$ cat config.mk
export PLATFORM = sky130hd
export DESIGN_NAME = mv_tile_ctrl
export DESIGN_NICKNAME = d
export VERILOG_FILES = /design/src/rtl/mvc_pkg.sv /design/src/rtl/mvc_tag_pipe.sv /design/src/rtl/mv_tile_ctrl.sv
export SDC_FILE = /design/constraint.sdc
export NUM_CORES = 1
export LEC_CHECK = 0
export BUFFER_PORTS_ARGS = -buffer_cell sky130_fd_sc_hd__buf_2
export CAP_MARGIN = 20
export CORE_ASPECT_RATIO = 1.4
export CORE_UTILIZATION = 50
export DETAILED_ROUTE_END_ITERATION = 8
export HOLD_SLACK_MARGIN = 0.02
export PLACE_DENSITY = 0.75
export SYNTH_ARGS = -nofsm -noshare
export SYNTH_HDL_FRONTEND = slang
export SYNTH_SLANG_ARGS = --single-unit
$ cat constraint.sdc
create_clock -name clk -period 6.5 [get_ports clk]
set_input_delay 0.325 -clock clk [delete_from_list [all_inputs] [get_ports clk]]
set_output_delay 0.325 -clock clk [all_outputs]
set_load 0.005 [all_outputs]
$ cat src/rtl/mvc_pkg.sv
// Shared types and helpers for the tiled matrix-vector controller.
package mvc_pkg;

  typedef enum logic [1:0] {
    IDLE,
    ISSUE,
    WB,
    DRAIN
  } state_t;

  typedef struct packed {
    logic valid;
    logic last;
  } tag_t;

  function automatic int unsigned ceil_div(
    input int unsigned a,
    input int unsigned b
  );
    return (a + b - 1) / b;
  endfunction

  function automatic int unsigned dly_total(
    input int unsigned m,
    input int unsigned a,
    input int unsigned s,
    input int unsigned c
  );
    return 1 + m + a * s + c;
  endfunction

endpackage

$ cat src/rtl/mvc_tag_pipe.sv
// Fixed-latency tag delay line tracking tiles through the MAC datapath.
import mvc_pkg::*;

module mvc_tag_pipe #(
  parameter int DEPTH = 84
) (
  input  logic clk,
  input  logic rst,
  input  logic flush,
  input  tag_t din,
  output tag_t dout,
  output logic any
);

  tag_t q [DEPTH];

  always_ff @(posedge clk or posedge rst) begin
    if (rst) begin
      for (int i = 0; i < DEPTH; i++) q[i] <= '0;
    end else if (flush) begin
      for (int i = 0; i < DEPTH; i++) q[i] <= '0;
    end else begin
      q[0] <= din;
      for (int i = 1; i < DEPTH; i++) q[i] <= q[i-1];
    end
  end

  always_comb begin
    any = 1'b0;
    for (int i = 0; i < DEPTH; i++) any = any | q[i].valid;
  end

  assign dout = q[DEPTH-1];

endmodule

$ cat src/rtl/mv_tile_ctrl.sv
// Tiled matrix-vector multiply sequencer with stall-based writeback.
// Define MVC_PERF_EN to add the perf_cycles / perf_stalls counters.
import mvc_pkg::*;

module mv_tile_ctrl #(
  parameter int LANES      = 6,
  parameter int DIM_W      = 9,
  parameter int MADDR_W    = 12,
  parameter int VADDR_W    = 10,
  parameter int VOUT_BASE  = 512,
  parameter int DELAY_MUL  = 9,
  parameter int DELAY_ADD  = 12,
  parameter int ADD_STAGES = 3,
  parameter int DELAY_ACC  = 38
) (
  input  logic               clk,
  input  logic               rst,
  input  logic               start,
  input  logic               abort,
  input  logic [DIM_W-1:0]   rows,
  input  logic [DIM_W-1:0]   cols,
  output logic               busy,
  output logic               done,
  output logic               mbram_en,
  output logic [MADDR_W-1:0] mbram_addr,
  output logic               vbram_en,
  output logic               vbram_we,
  output logic [VADDR_W-1:0] vbram_addr,
  output logic               zero_in,
  output logic               last,
  output logic               rows_done
`ifdef MVC_PERF_EN
  ,
  output logic [31:0]        perf_cycles,
  output logic [31:0]        perf_stalls
`endif
);

  localparam int DLY =
    dly_total(DELAY_MUL, DELAY_ADD, ADD_STAGES, DELAY_ACC);
  localparam int CW = 2 * DIM_W;

  state_t           state;
  logic [DIM_W-1:0] tpr;
  logic [DIM_W-1:0] nrb;
  logic [DIM_W-1:0] t;
  logic [DIM_W-1:0] wr_idx;
  logic [CW-1:0]    tile;
  logic [CW-1:0]    total;
  logic             all_issued;
  logic             issue;
  logic             write;
  logic             t_end;
  logic             tile_end;
  logic             inflight;
  logic             pipe_any;
  tag_t             ent;
  tag_t             ext;

  assign total    = CW'(tpr) * CW'(nrb);
  assign issue    = state == ISSUE;
  assign write    = (state == WB) && !abort;
  assign t_end    = t == tpr - 1'b1;
  assign tile_end = tile == total - 1'b1;
  assign inflight = ent.valid | pipe_any;

  always_ff @(posedge clk or posedge rst) begin
    if (rst) begin
      state      <= IDLE;
      tpr        <= '0;
      nrb        <= '0;
      t          <= '0;
      tile       <= '0;
      wr_idx     <= '0;
      all_issued <= 1'b0;
      done       <= 1'b0;
    end else begin
      done <= 1'b0;
      if (abort) begin
        state <= IDLE;
      end else begin
        unique case (state)
          IDLE: begin
            if (start) begin
              if (rows == '0 || cols == '0) begin
                done <= 1'b1;
              end else begin
                state      <= ISSUE;
                tpr        <= DIM_W'(ceil_div(32'(cols), LANES));
                nrb        <= DIM_W'(ceil_div(32'(rows), LANES));
                t          <= '0;
                tile       <= '0;
                wr_idx     <= '0;
                all_issued <= 1'b0;
              end
            end
          end
          ISSUE: begin
            if (tile_end) all_issued <= 1'b1;
            else tile <= tile + 1'b1;
            t <= t_end ? '0 : t + 1'b1;
            if (rows_done) state <= WB;
            else if (tile_end) state <= DRAIN;
          end
          WB: begin
            wr_idx <= wr_idx + 1'b1;
            if (rows_done) begin
              state <= WB;
            end else if (!all_issued) begin
              state <= ISSUE;
            end else if (!inflight) begin
              state <= IDLE;
              done  <= 1'b1;
            end else begin
              state <= DRAIN;
            end
          end
          DRAIN: begin
            if (rows_done) begin
              state <= WB;
            end else if (!inflight) begin
              state <= IDLE;
              done  <= 1'b1;
            end
          end
        endcase
      end
    end
  end

  // Tag is registered so it lines up with BRAM read data.
  always_ff @(posedge clk or posedge rst) begin
    if (rst) begin
      ent <= '0;
    end else if (abort) begin
      ent <= '0;
    end else begin
      ent.valid <= issue;
      ent.last  <= issue && t_end;
    end
  end

  mvc_tag_pipe #(
    .DEPTH(DLY)
  ) u_pipe (
    .clk  (clk),
    .rst  (rst),
    .flush(abort),
    .din  (ent),
    .dout (ext),
    .any  (pipe_any)
  );

  assign busy       = state != IDLE;
  assign mbram_en   = issue;
  assign mbram_addr = MADDR_W'(tile);
  assign vbram_we   = write;
  assign vbram_en   = issue | write;
  assign vbram_addr = write
    ? VADDR_W'(VOUT_BASE) + VADDR_W'(wr_idx)
    : VADDR_W'(t);
  assign zero_in    = ~ent.valid;
  assign last       = ent.last;
  assign rows_done  = ext.valid & ext.last;

`ifdef MVC_PERF_EN
  // The done cycle is counted so the total covers start to completion.
  always_ff @(posedge clk or posedge rst) begin
    if (rst) begin
      perf_cycles <= '0;
      perf_stalls <= '0;
    end else if (state == IDLE && start && !abort) begin
      perf_cycles <= '0;
      perf_stalls <= '0;
    end else begin
      if (busy || done) perf_cycles <= perf_cycles + 1'b1;
      if (state == WB && !all_issued) perf_stalls <= perf_stalls + 1'b1;
    end
  end
`endif

endmodule

==> impl_results.md <==
- Status: complete, no violations
- Hold Vio Cnt, Final: 0
- Multi-input gate area: 7110 sq um
- Final Setup Violations: 0
- Total grt overflow: 0
- Vert. Die Dim: about 200 um
- Maximum vdd ir drop: 523 uV
- Routability Congestion: 0.907
- WL/cell: ~16 um
- Ys flop type: dfrtp_1
- Worst min path class: in2reg
- Crit share post-route: 93.3%
- Register area: roughly 5700 sq um
- Register bit total from synthesis: 226
- DRC: 0
- Setup TNS: 0 ns
- Final Max Tran Viols: 0
- Tightest Pin Transition: between 1 and 1.5 ns
- Number of flops mapped to enable cells by yosys: 0
- Maximum clock rate: 165 MHz
- Area Overhead vs Synth: 9.54%
- Total I/O pin count: 52
- Vias in the first global route: 9858
- Synth Cell Area: 13500 sq um
- Core area: 26300 sq um
- Synthesized net count: approximately 1500
- Initial antenna violation count: 0
- Clk_skew: 0.0129 ns
- Port bufs: 51
- # fillers: 2236
- CTS tree: yes
- Synth Instances: 1371
- Layout cells sized above 1: under 10%
- Final net count: 1515
- Vias: 9599
- CP Max Fanout: 12
- Leakage power: 0.00709 uW
- YS warnings: 0
- Placed inst area: 13900 sq um
- Crit path DAT: between 6 and 7 ns
- Worst setup SP type: flop
- N_diodes: 0
- DRT antenna net count: 0
- Dpl hpwl: 20.3 mm
- RSZ-0062 raised after global routing: no
- H-tree depth: 1
- Cts bufs inserted: 22
- Total GRT Usage: roughly a fifth
- Yosys top cell area share: between 40% and 50%
- Root Buffer: clkbuf_16
- Effective utilization at floorplan: between 50 and 60%
- Power Density: 486 nW/um^2
- Detailed-route wire length: approximately 28 mm
- Slew HR: 31.1%
- Via-per-instance ratio: around 5.5
- Mean Syn Cell Area: 9.83 sq um
- Site Rows: 70
- Worst setup EP type: flop
- Most numerous cell in the Yosys netlist: dfrtp_1
- Final Instance Area: 14800 sq um
- Largest net degree at the start of global routing: approximately 180
- Synth area leader: dfrtp_1
- Async SR Flop Fraction: 100%
- Max cap viols: 0
- Worst endpoint required time: 6.90 ns
- Fin crit period: 6.07 ns
- CP Class: reg2reg
- First DRT Iteration DRCs: 558
- Synth top area cells: dfrtp_1, nor2b_1, fa_1
- Die Width: 141 um
- Worst skew pair latency: 0.52 ns
- Commonest cells in the synthesized netlist: dfrtp_1, nor2b_1, nand2_1
- Drt pass-1 iters: 5
- First-pass GRT wire length: 47.1 mm
- Unique cell type count in the Yosys netlist: 87
- Die area: 27600 sq um
- Worst-path clk slew: roughly 0.06 ns
- Clock sink count: 226
- Sequential share of the synthesized area: 42.0%
- CTS Buffer Depth: 3
## metal layers
metal	up-vias	part of all wire, %	global-route usage [%]
met4	0	2.4	6.12
li1	4643	-	-
met5	-	0	0
met1	4722	43	25.0
met3	51	3.0	1.90
met2	183	52	39.2
## logic make-up (layout without fill, tap and decap cells)
family | count (synthesis) | after routing | share of synthesized area (%)
simple gates | 584 | 584 | 23.9
flops | 226 | 226 | 42.0
compound gates | 197 | 197 | 10.6
buf+inv | 172 | 207 | 5.31
fa+ha+maj | 104 | 104 | 12.2
xor+xnor | 72 | 72 | 4.79
mux | 16 | 16 | 1.23
## where the power goes
part | switching (uW) | internal [uW] | total [uW]
Sequential | 74.3 | 1430 | 1510
Clock | 556 | 853 | 1410
Combinational | 2440 | 1830 | 4260
Total | 3070 | 4120 | 7180
## path summary, 6_finish.rpt
path                                         startpoint                       to  slack (ns)  depth (start not counted)
worst max register to register       tpr[4]$_DFFE_PP0P_      tile[5]$_DFFE_PP0P_        0.43                         20
worst min register to register  u_pipe.q[158]$_DFF_PP0_  u_pipe.q[156]$_DFF_PP0_        0.46                          1
min in group asynchronous                           rst   u_pipe.q[60]$_DFF_PP0_        0.36                          3
worst min-delay path                              start           done$_DFF_PP0_        0.18                          4
max in group asynchronous                           rst  u_pipe.q[148]$_DFF_PP0_        4.67                          5
worst max-delay path                 tpr[4]$_DFFE_PP0P_      tile[5]$_DFFE_PP0P_        0.43                         20
## flip-flops by register name, summed over array words and instances (netlist names)
signal and count:
state 2, done 1, u_pipe.dout 2, all_issued 1, ent 1, tpr 8
u_pipe.q 166, t 9, nrb 8, wr_idx 9, tile 18, last 1
## metrics by stage
| stage | util (%) | worst slack (ns) | hold WS, ns | total power [uW] | cells |
|---|---|---|---|---|---|
| 6_report | 56.2 | 0.435 | 0.182 | 7180 | 1730 |
| 5_1_grt | 56.2 | 0.137 | 0.202 | 7820 | 1730 |
| 4_1_cts | 56.1 | 0.428 | 0.0832 | 7210 | 1728 |
| 3_5_place_dp | 53.0 | 0.449 | 0.450 | 5770 | 1688 |
| 3_3_place_gp | 53.0 | 0.542 | 0.446 | 5730 | 1688 |
| 2_1_floorplan | - | 0.752 | 0.402 | 4910 | 1371 |
## worst max-delay path: stages, from the launching register on
cell	delay, ns
dfrtp_1	0.53
and2_1	0.25
fa_1	0.53
inv_1	0.05
fa_1	0.52
fa_1	0.44
fa_1	0.54
inv_1	0.05
fa_1	0.42
ha_1	0.37
a21o_1	0.19
a21oi_1	0.20
and2_1	0.17
o211ai_1	0.15
a31oi_1	0.31
xnor2_1	0.20
nor4_2	0.09
buf_4	0.18
a2111oi_0	0.52
xnor2_1	0.17
nor2_1	0.05
## what timing repair did
| item | CTS | global route |
|---|---|---|
| setup endpoints to repair | 0 | 0 |
| setup buffers | 0 | 0 |
| hold buffers | 0 | 1 |
| gates resized for setup | 0 | 0 |
| hold endpoints to repair | 0 | 15 |
## layout make-up
type                    count  area share (%)
multi-input cells         973            48.2
flip-flops and latches    226            38.3
clock buffers              26            3.97
well taps                 324            2.75
repair buffers             65            2.64
inverters                 102            2.62
clock inverters            14            1.55
## placed cells by master, fill, tap and decap left out, drive strengths merged, types with 4 or more instances in the layout
cell / count
a2111oi: 6
a211o: 5
a211oi: 16
a21boi: 4
a21o: 9
a21oi: 35
a31oi: 7
and2: 61
and3: 12
buf: 64
bufinv: 5
clkbuf: 26
clkinv: 7
dfrtp: 226
fa: 46
ha: 57
inv: 102
mux2: 4
mux2i: 12
nand2: 124
nand2b: 8
nand3: 21
nand3b: 5
nand4: 19
nor2: 68
nor2b: 175
nor3: 20
nor4: 38
nor4b: 5
o2111ai: 5
o211a: 4
o211ai: 9
o21a: 11
o21ai: 46
o31ai: 5
or3: 12
or4: 8
xnor2: 48
xor2: 24
(Power assumes the default switching activity.)
